[src/rtl/bf_truth_sweep_if.sv]
// -----------------------------------------------------------------------------
// bf_truth_sweep_if
//   Bundle of signals between the truth-table sweep engine and its environment.
//   The environment holds the function cell under test and the controller that
//   starts sweeps and reads back the results.
//
//   Parameter
//     N_IN        number of function inputs (1..4); table width T = 2**N_IN
//
//   Signals
//     start       environment -> sweep  begin a sweep (accepted only when idle)
//     exp_tt      environment -> sweep  expected truth table, bit i = vector i
//     y_in        environment -> sweep  function cell output for vec_out
//     vec_out     sweep -> environment  vector applied to the cell, MSB = input A
//     busy        sweep -> environment  high while vectors are being swept
//     done        sweep -> environment  one-cycle pulse, results are final
//     pass        sweep -> environment  last completed sweep had no mismatch
//     tt          sweep -> environment  captured truth table
//     fail_cnt    sweep -> environment  number of mismatching vectors
//     first_fail  sweep -> environment  index of the first mismatch (0 if none)
//
//   Handshake: start is a level sampled on a rising edge; it is consumed on
//   the first edge where the engine is idle and ignored otherwise. done is a
//   single-cycle pulse; pass/tt/fail_cnt/first_fail are valid while done is
//   high and hold until the next accepted start. There is no back-pressure.
//
//   Modports
//     slave   the sweep engine's view
//     master  the environment's view
// -----------------------------------------------------------------------------
interface bf_truth_sweep_if #(
    parameter int N_IN = 3
);
    localparam int T = 2 ** N_IN;

    logic            start;
    logic [T-1:0]    exp_tt;
    logic            y_in;
    logic [N_IN-1:0] vec_out;
    logic            busy;
    logic            done;
    logic            pass;
    logic [T-1:0]    tt;
    logic [N_IN:0]   fail_cnt;
    logic [N_IN-1:0] first_fail;

    modport slave (
        input  start, exp_tt, y_in,
        output vec_out, busy, done, pass, tt, fail_cnt, first_fail
    );

    modport master (
        output start, exp_tt, y_in,
        input  vec_out, busy, done, pass, tt, fail_cnt, first_fail
    );
endinterface

[src/rtl/bf_truth_sweep.sv]
// -----------------------------------------------------------------------------
// bf_truth_sweep
//   Exhaustive truth-table checker for a small combinational Boolean function.
//   On start it applies every input vector in ascending order, holds each one
//   for SETTLE_CYCLES+1 cycles, samples the cell output on the last of them,
//   builds the captured table and compares it with the expected table.
//
//   Parameters
//     N_IN           number of function inputs, 1..4 (T = 2**N_IN)
//     SETTLE_CYCLES  extra hold cycles per vector before sampling, 0..15
//
//   Ports
//     clk        rising-edge clock
//     rst        synchronous, active-high reset
//     bus        bf_truth_sweep_if.slave (see interface file for signals)
//     dbg_state  current FSM state (0 IDLE, 1 SETTLE, 2 DONE)
//
//   Build option
//     BF_SWEEP_STOP_ON_FAIL_EN  when defined the first mismatching vector ends
//                               the sweep; otherwise all T vectors are swept
//                               and every mismatch is counted.
//
//   The done pulse is registered in the DONE state, so it is visible in the
//   cycle after DONE (the block is already back in IDLE then). The results it
//   qualifies were registered on entry to DONE and are therefore stable.
// -----------------------------------------------------------------------------
module bf_truth_sweep #(
    parameter int N_IN          = 3,
    parameter int SETTLE_CYCLES = 2
) (
    input  logic               clk,
    input  logic               rst,
    bf_truth_sweep_if.slave    bus,
    output logic [1:0]         dbg_state
);
    localparam int T = 2 ** N_IN;

`ifdef BF_SWEEP_STOP_ON_FAIL_EN
    localparam bit STOP_ON_FAIL = 1'b1;
`else
    localparam bit STOP_ON_FAIL = 1'b0;
`endif

    typedef enum logic [1:0] {
        IDLE   = 2'd0,
        SETTLE = 2'd1,
        DONE   = 2'd2
    } state_t;

    state_t        state;
    logic [3:0]    settle_cnt;
    logic [T-1:0]  exp_lat;

    logic          mismatch;
    logic          last_vec;
    logic          end_sweep;
    logic [N_IN:0] fail_cnt_nxt;

    assign dbg_state = state;

    // Evaluated against the vector currently on vec_out; only used in the
    // sampling cycle of SETTLE (settle_cnt == 0).
    always_comb begin
        mismatch     = (bus.y_in != exp_lat[bus.vec_out]);
        last_vec     = (bus.vec_out == N_IN'(T - 1));
        end_sweep    = last_vec || (STOP_ON_FAIL && mismatch);
        fail_cnt_nxt = bus.fail_cnt + (N_IN + 1)'(mismatch);
    end

    always_ff @(posedge clk) begin
        if (rst) begin
            state          <= IDLE;
            settle_cnt     <= 4'd0;
            exp_lat        <= '0;
            bus.vec_out    <= '0;
            bus.busy       <= 1'b0;
            bus.done       <= 1'b0;
            bus.pass       <= 1'b0;
            bus.tt         <= '0;
            bus.fail_cnt   <= '0;
            bus.first_fail <= '0;
        end else begin
            bus.done <= 1'b0;
            case (state)
                IDLE: begin
                    if (bus.start) begin
                        exp_lat        <= bus.exp_tt;
                        bus.tt         <= '0;
                        bus.fail_cnt   <= '0;
                        bus.first_fail <= '0;
                        bus.pass       <= 1'b0;
                        bus.vec_out    <= '0;
                        settle_cnt     <= 4'(SETTLE_CYCLES);
                        bus.busy       <= 1'b1;
                        state          <= SETTLE;
                    end
                end

                SETTLE: begin
                    if (settle_cnt != 4'd0) begin
                        settle_cnt <= settle_cnt - 4'd1;
                    end else begin
                        bus.tt[bus.vec_out] <= bus.y_in;
                        if (mismatch) begin
                            bus.fail_cnt <= fail_cnt_nxt;
                            // fail_cnt still zero means this is the first miss.
                            if (bus.fail_cnt == '0) begin
                                bus.first_fail <= bus.vec_out;
                            end
                        end
                        if (end_sweep) begin
                            bus.pass <= (fail_cnt_nxt == '0);
                            bus.busy <= 1'b0;
                            state    <= DONE;
                        end else begin
                            bus.vec_out <= bus.vec_out + 1'b1;
                            settle_cnt  <= 4'(SETTLE_CYCLES);
                        end
                    end
                end

                DONE: begin
                    bus.done <= 1'b1;
                    state    <= IDLE;
                end

                default: begin
                    state <= IDLE;
                end
            endcase
        end
    end
endmodule

[src/flat_wrapper.sv]
// flat-port wrapper written by rule: the top's interface ports become plain ports
module bf_truth_sweep_flat 
#(
    parameter int N_IN          = 3,
    parameter int SETTLE_CYCLES = 2
)
  (clk, rst, dbg_state, bus_start, bus_exp_tt, bus_y_in, bus_vec_out, bus_busy, bus_done, bus_pass, bus_tt, bus_fail_cnt, bus_first_fail);
  bf_truth_sweep_if #(.N_IN(N_IN)) bus_i ();
  input  logic clk;
  input  logic rst;
  output logic [1:0] dbg_state;
  input wire logic [$bits(bus_i.start)-1:0] bus_start;
  input wire logic [$bits(bus_i.exp_tt)-1:0] bus_exp_tt;
  input wire logic [$bits(bus_i.y_in)-1:0] bus_y_in;
  output wire logic [$bits(bus_i.vec_out)-1:0] bus_vec_out;
  output wire logic [$bits(bus_i.busy)-1:0] bus_busy;
  output wire logic [$bits(bus_i.done)-1:0] bus_done;
  output wire logic [$bits(bus_i.pass)-1:0] bus_pass;
  output wire logic [$bits(bus_i.tt)-1:0] bus_tt;
  output wire logic [$bits(bus_i.fail_cnt)-1:0] bus_fail_cnt;
  output wire logic [$bits(bus_i.first_fail)-1:0] bus_first_fail;
  assign bus_i.start = bus_start;
  assign bus_i.exp_tt = bus_exp_tt;
  assign bus_i.y_in = bus_y_in;
  assign bus_vec_out = bus_i.vec_out;
  assign bus_busy = bus_i.busy;
  assign bus_done = bus_i.done;
  assign bus_pass = bus_i.pass;
  assign bus_tt = bus_i.tt;
  assign bus_fail_cnt = bus_i.fail_cnt;
  assign bus_first_fail = bus_i.first_fail;
  bf_truth_sweep #(.N_IN(N_IN), .SETTLE_CYCLES(SETTLE_CYCLES)) u_core (.clk(clk), .rst(rst), .bus(bus_i), .dbg_state(dbg_state));
endmodule
[config.mk]
export PLATFORM = sky130hd
export DESIGN_NAME = bf_truth_sweep_flat
export DESIGN_NICKNAME = d
export VERILOG_FILES = /design/src/rtl/bf_truth_sweep_if.sv /design/src/rtl/bf_truth_sweep.sv /design/src/flat_wrapper.sv
export SDC_FILE = /design/constraint.sdc
export NUM_CORES = 1
export LEC_CHECK = 0
export ABC_AREA = 1
export CAP_MARGIN = 20
export CELL_PAD_IN_SITES_DETAIL_PLACEMENT = 0
export CELL_PAD_IN_SITES_GLOBAL_PLACEMENT = 1
export CORE_AREA = 2 2 78 80
export DETAILED_ROUTE_END_ITERATION = 10
export DIE_AREA = 0 0 80 82
export PLACE_DENSITY_LB_ADDON = 0.1
export SLEW_MARGIN = 20
export SYNTH_ARGS = -nofsm -noshare
export SYNTH_HDL_FRONTEND = slang
export SYNTH_SLANG_ARGS = --single-unit
[constraint.sdc]
create_clock -name clk -period 2.15 [get_ports clk]
set_input_delay 0.5375 -clock clk [delete_from_list [all_inputs] [get_ports clk]]
set_output_delay 0.5375 -clock clk [all_outputs]
set_load 0.1 [all_outputs]
==> flow_summary.ini <==
[run_status]
run_status = finished, final reports clean

[detailed_routing]
detail-route-antenna-nets = 0
vias = 1689
post_route_drc = 0
first_iter_violations = 52
route.detailed.wl_per_inst_um = 12.9
routed_via_density = 4.59
route.final.wire_length_mm = 4.76
drtPass1Iterations = 5

[global_routing]
number_of_antenna_violations_at_the_first_check_in_global_routing = 0
grt_pass1_wl_mm = 7.76
total_routing_usage_gr_pct = 15.6
first_global_vias = 1574
grt_start_max_net_pins = 17
overflow = 0

[logic_synthesis]
synth_edf_count = 0
synthesis.nets = 262
synth_top_cell_area_share_pct = 38.6
synth-async-reset-ratio_pct = 0
syn_avg_cell_area_um2 = 7.44
synth_top_area_cell = sky130_fd_sc_hd__dfxtp_1
synthesis.area_um2 = 1810
synth_seq_cells = 35
yosys_most_used_dff = sky130_fd_sc_hd__dfxtp_1
synth_area_leaders = sky130_fd_sc_hd__dfxtp_1, sky130_fd_sc_hd__nor2_1, sky130_fd_sc_hd__nand2_1
ys_warn_count = 0
seq_area_frac_synth_pct = 38.6
synth_cells = 244
synth.lib_cells_used.distinct = 28

[cells_and_area]
area_growth_pct = 32.8
antenna-diode-count = 0
final_cells = 368
final_design_area_no_fill_um2 = 2410
final_util_pct = 41.9
drive_above_1_share_pct = 26.6
num-fill-cells = 644
finalNetCount = 310

[placement]
post-place-cells = 359
portBuffers = 34
detailed_place.area_um2 = 2320
gp_routability_congestion = 0.770
detailedPlacementHpwl_mm = 3.55

[clock_network]
cts.path.max_buffers = 2
cts.reportedPaths.clkPinSlew_ns = 0.07
cts_made_buffers = 5
clockRootBuffer = sky130_fd_sc_hd__clkbuf_8
cts_sink_count = 35
cts-htree-levels = 2
tritoncts = yes
clkLatencyLatePin_ns = 0.29

[floorplan]
io-pin-count = 35
die_height_um = 82
initial_utilization_pct = 31.6
placement_rows = 28
core_area_um2 = 5750
fp.dieW_um = 80
die_area_um2 = 6560

[setup_path]
timing.critical_path.required_ns = 2.37
crit_fanout = 3
critPathArrivalTime_ns = 2.19
start_kind = primary input
worstSetupPathType = in -> reg
cp-end-kind = register

[power_and_ir_drop]
finalPower_w = 0.00188
power.leakage_nw = 1.05
power.density_nw_per_um2 = 780
vdd.ir_drop.worst_uv = 312

[sta]
timing_worst_slew_pin_value_ns = 0.396
clock.fmax_mhz = 509
max_slew_margin_pct = 73.5
report.final.setup_viol = 0
rsz0062_at_grt = false
layout_min_cycle_time_ns = 1.97
final-hold-violation-count = 0
final_min_period_over_clock_period_pct = 91.4
finalSetupTns_ns = 0
slew_violations = 0
final.setup_skew_ns = 0.00542

[worst_hold_path]
timing.hold.worst.class = reg -> reg

[job]
maxCapViolations = 0
## flip-flops by register name, indices dropped and copies added, names as in the netlist
| register | flops |
|---|---|
| u_core.exp_lat | 8 |
| u_core.bus.fail_cnt | 4 |
| u_core.bus.first_fail | 3 |
| u_core.settle_cnt | 4 |
| u_core.bus.pass | 1 |
| u_core.dbg_state | 2 |
| u_core.bus.tt | 8 |
| u_core.bus.vec_out | 3 |
| u_core.bus.done | 1 |
| u_core.bus.busy | 1 |
## layout by cell type (no fill, tap or decap), types with 2 or more instances in the layout
master	Yosys	routed
sky130_fd_sc_hd__buf_4	3	38
sky130_fd_sc_hd__clkbuf_8	0	5
sky130_fd_sc_hd__nor2_2	2	2
sky130_fd_sc_hd__nand3_2	2	4
sky130_fd_sc_hd__nand3_1	16	14
sky130_fd_sc_hd__clkdlybuf4s50_1	0	11
sky130_fd_sc_hd__dfxtp_4	0	3
sky130_fd_sc_hd__inv_4	0	2
sky130_fd_sc_hd__ha_1	6	5
sky130_fd_sc_hd__inv_2	4	3
sky130_fd_sc_hd__nand2_4	3	3
sky130_fd_sc_hd__buf_12	0	2
sky130_fd_sc_hd__nand2_1	33	33
sky130_fd_sc_hd__nor2_4	5	5
sky130_fd_sc_hd__o21ai_0	20	20
sky130_fd_sc_hd__nor3_1	6	6
sky130_fd_sc_hd__a211oi_1	5	5
sky130_fd_sc_hd__inv_1	21	20
sky130_fd_sc_hd__nand4_1	6	6
sky130_fd_sc_hd__dfxtp_1	35	32
sky130_fd_sc_hd__clkinv_1	0	2
sky130_fd_sc_hd__a21oi_1	19	19
sky130_fd_sc_hd__nand2_2	6	6
sky130_fd_sc_hd__nor2_1	37	37
## worst max-delay path, cell delays in order
cell	delay, ns
sky130_fd_sc_hd__clkdlybuf4s50_1	0.52
sky130_fd_sc_hd__buf_4	0.14
sky130_fd_sc_hd__nand2_4	0.05
sky130_fd_sc_hd__nand2_4	0.06
sky130_fd_sc_hd__inv_2	0.04
sky130_fd_sc_hd__ha_4	0.15
sky130_fd_sc_hd__ha_1	0.28
sky130_fd_sc_hd__nor3_1	0.17
sky130_fd_sc_hd__nand3_1	0.11
sky130_fd_sc_hd__a21oi_1	0.13
## power by group
part / switching [W] / internal, W / leakage (nW)
sequential: 0.0000522 / 0.000699 / 0.289
combinational: 0.000455 / 0.000213 / 0.718
clock: 0.000239 / 0.000221 / 0.0403
total: 0.000747 / 0.00113 / 1.05
## synthesized netlist by cell type (3+ instances only)
cell type                  instances
sky130_fd_sc_hd__nor2_1           37
sky130_fd_sc_hd__dfxtp_1          35
sky130_fd_sc_hd__nand2_1          33
sky130_fd_sc_hd__inv_1            21
sky130_fd_sc_hd__o21ai_0          20
sky130_fd_sc_hd__a21oi_1          19
sky130_fd_sc_hd__nand3_1          16
sky130_fd_sc_hd__ha_1              6
sky130_fd_sc_hd__nand2_2           6
sky130_fd_sc_hd__nand4_1           6
sky130_fd_sc_hd__nor3_1            6
sky130_fd_sc_hd__a211oi_1          5
sky130_fd_sc_hd__clkbuf_1          5
sky130_fd_sc_hd__nor2_4            5
sky130_fd_sc_hd__inv_2             4
sky130_fd_sc_hd__buf_4             3
sky130_fd_sc_hd__nand2_4           3
## metrics by stage
stage / hold slack [ns] / worst slack (ns)
after floorplan: 0.429 / -0.162
after global placement: 0.441 / -0.0917
after detailed placement: 0.458 / -0.114
after CTS: 0.470 / 0.125
after global routing: 0.485 / 0.0341
final: 0.466 / 0.184
## final cells by class
type	instances	area, um^2	share of cell area, %
repair buffers	51	435	18.1
flip-flops and latches	35	712	29.5
inverters	25	98.8	4.10
multi-input cells	174	990	41.1
well taps	75	93.8	3.89
clock inverters	2	7.51	0.312
clock buffers	6	72.6	3.01
## cell families (layout without fill, tap and decap cells)
group	Yosys count	after routing	synth area share, %
simple gates	121	121	34.4
flops	35	35	38.6
compound gates	45	45	13.2
buf+inv	35	84	8.69
fa+ha+maj	6	6	4.14
xor+xnor	2	2	0.966
## routing by layer
| layer | share of wire, % | up-vias | global-route usage (%) |
|---|---|---|---|
| li1 | - | 896 | - |
| met1 | 51 | 762 | 21.3 |
| met2 | 45 | 25 | 24.3 |
| met5 | 0 | - | 0 |
| met4 | 1.3 | 0 | 4.58 |
| met3 | 3.0 | 6 | 3.74 |
## worst paths after layout
check        slack (ns)  depth (start not counted)          endpoint                  start
max reg2reg        0.19                         13   u_core.bus.pass  u_core.bus.vec_out[1]
max                0.18                         10   u_core.bus.pass               bus_y_in
min                0.47                          2  u_core.bus.tt[2]       u_core.bus.tt[2]
min reg2reg        0.47                          2  u_core.bus.tt[2]       u_core.bus.tt[2]
## repair_timing
item | in CTS | in global routing
setup buffers | 0 | 1
resized for setup | 0 | 1
setup endpoints to repair | 0 | 2
hold buffers | 0 | 0
Note: power is estimated with default switching activity, not from simulation.
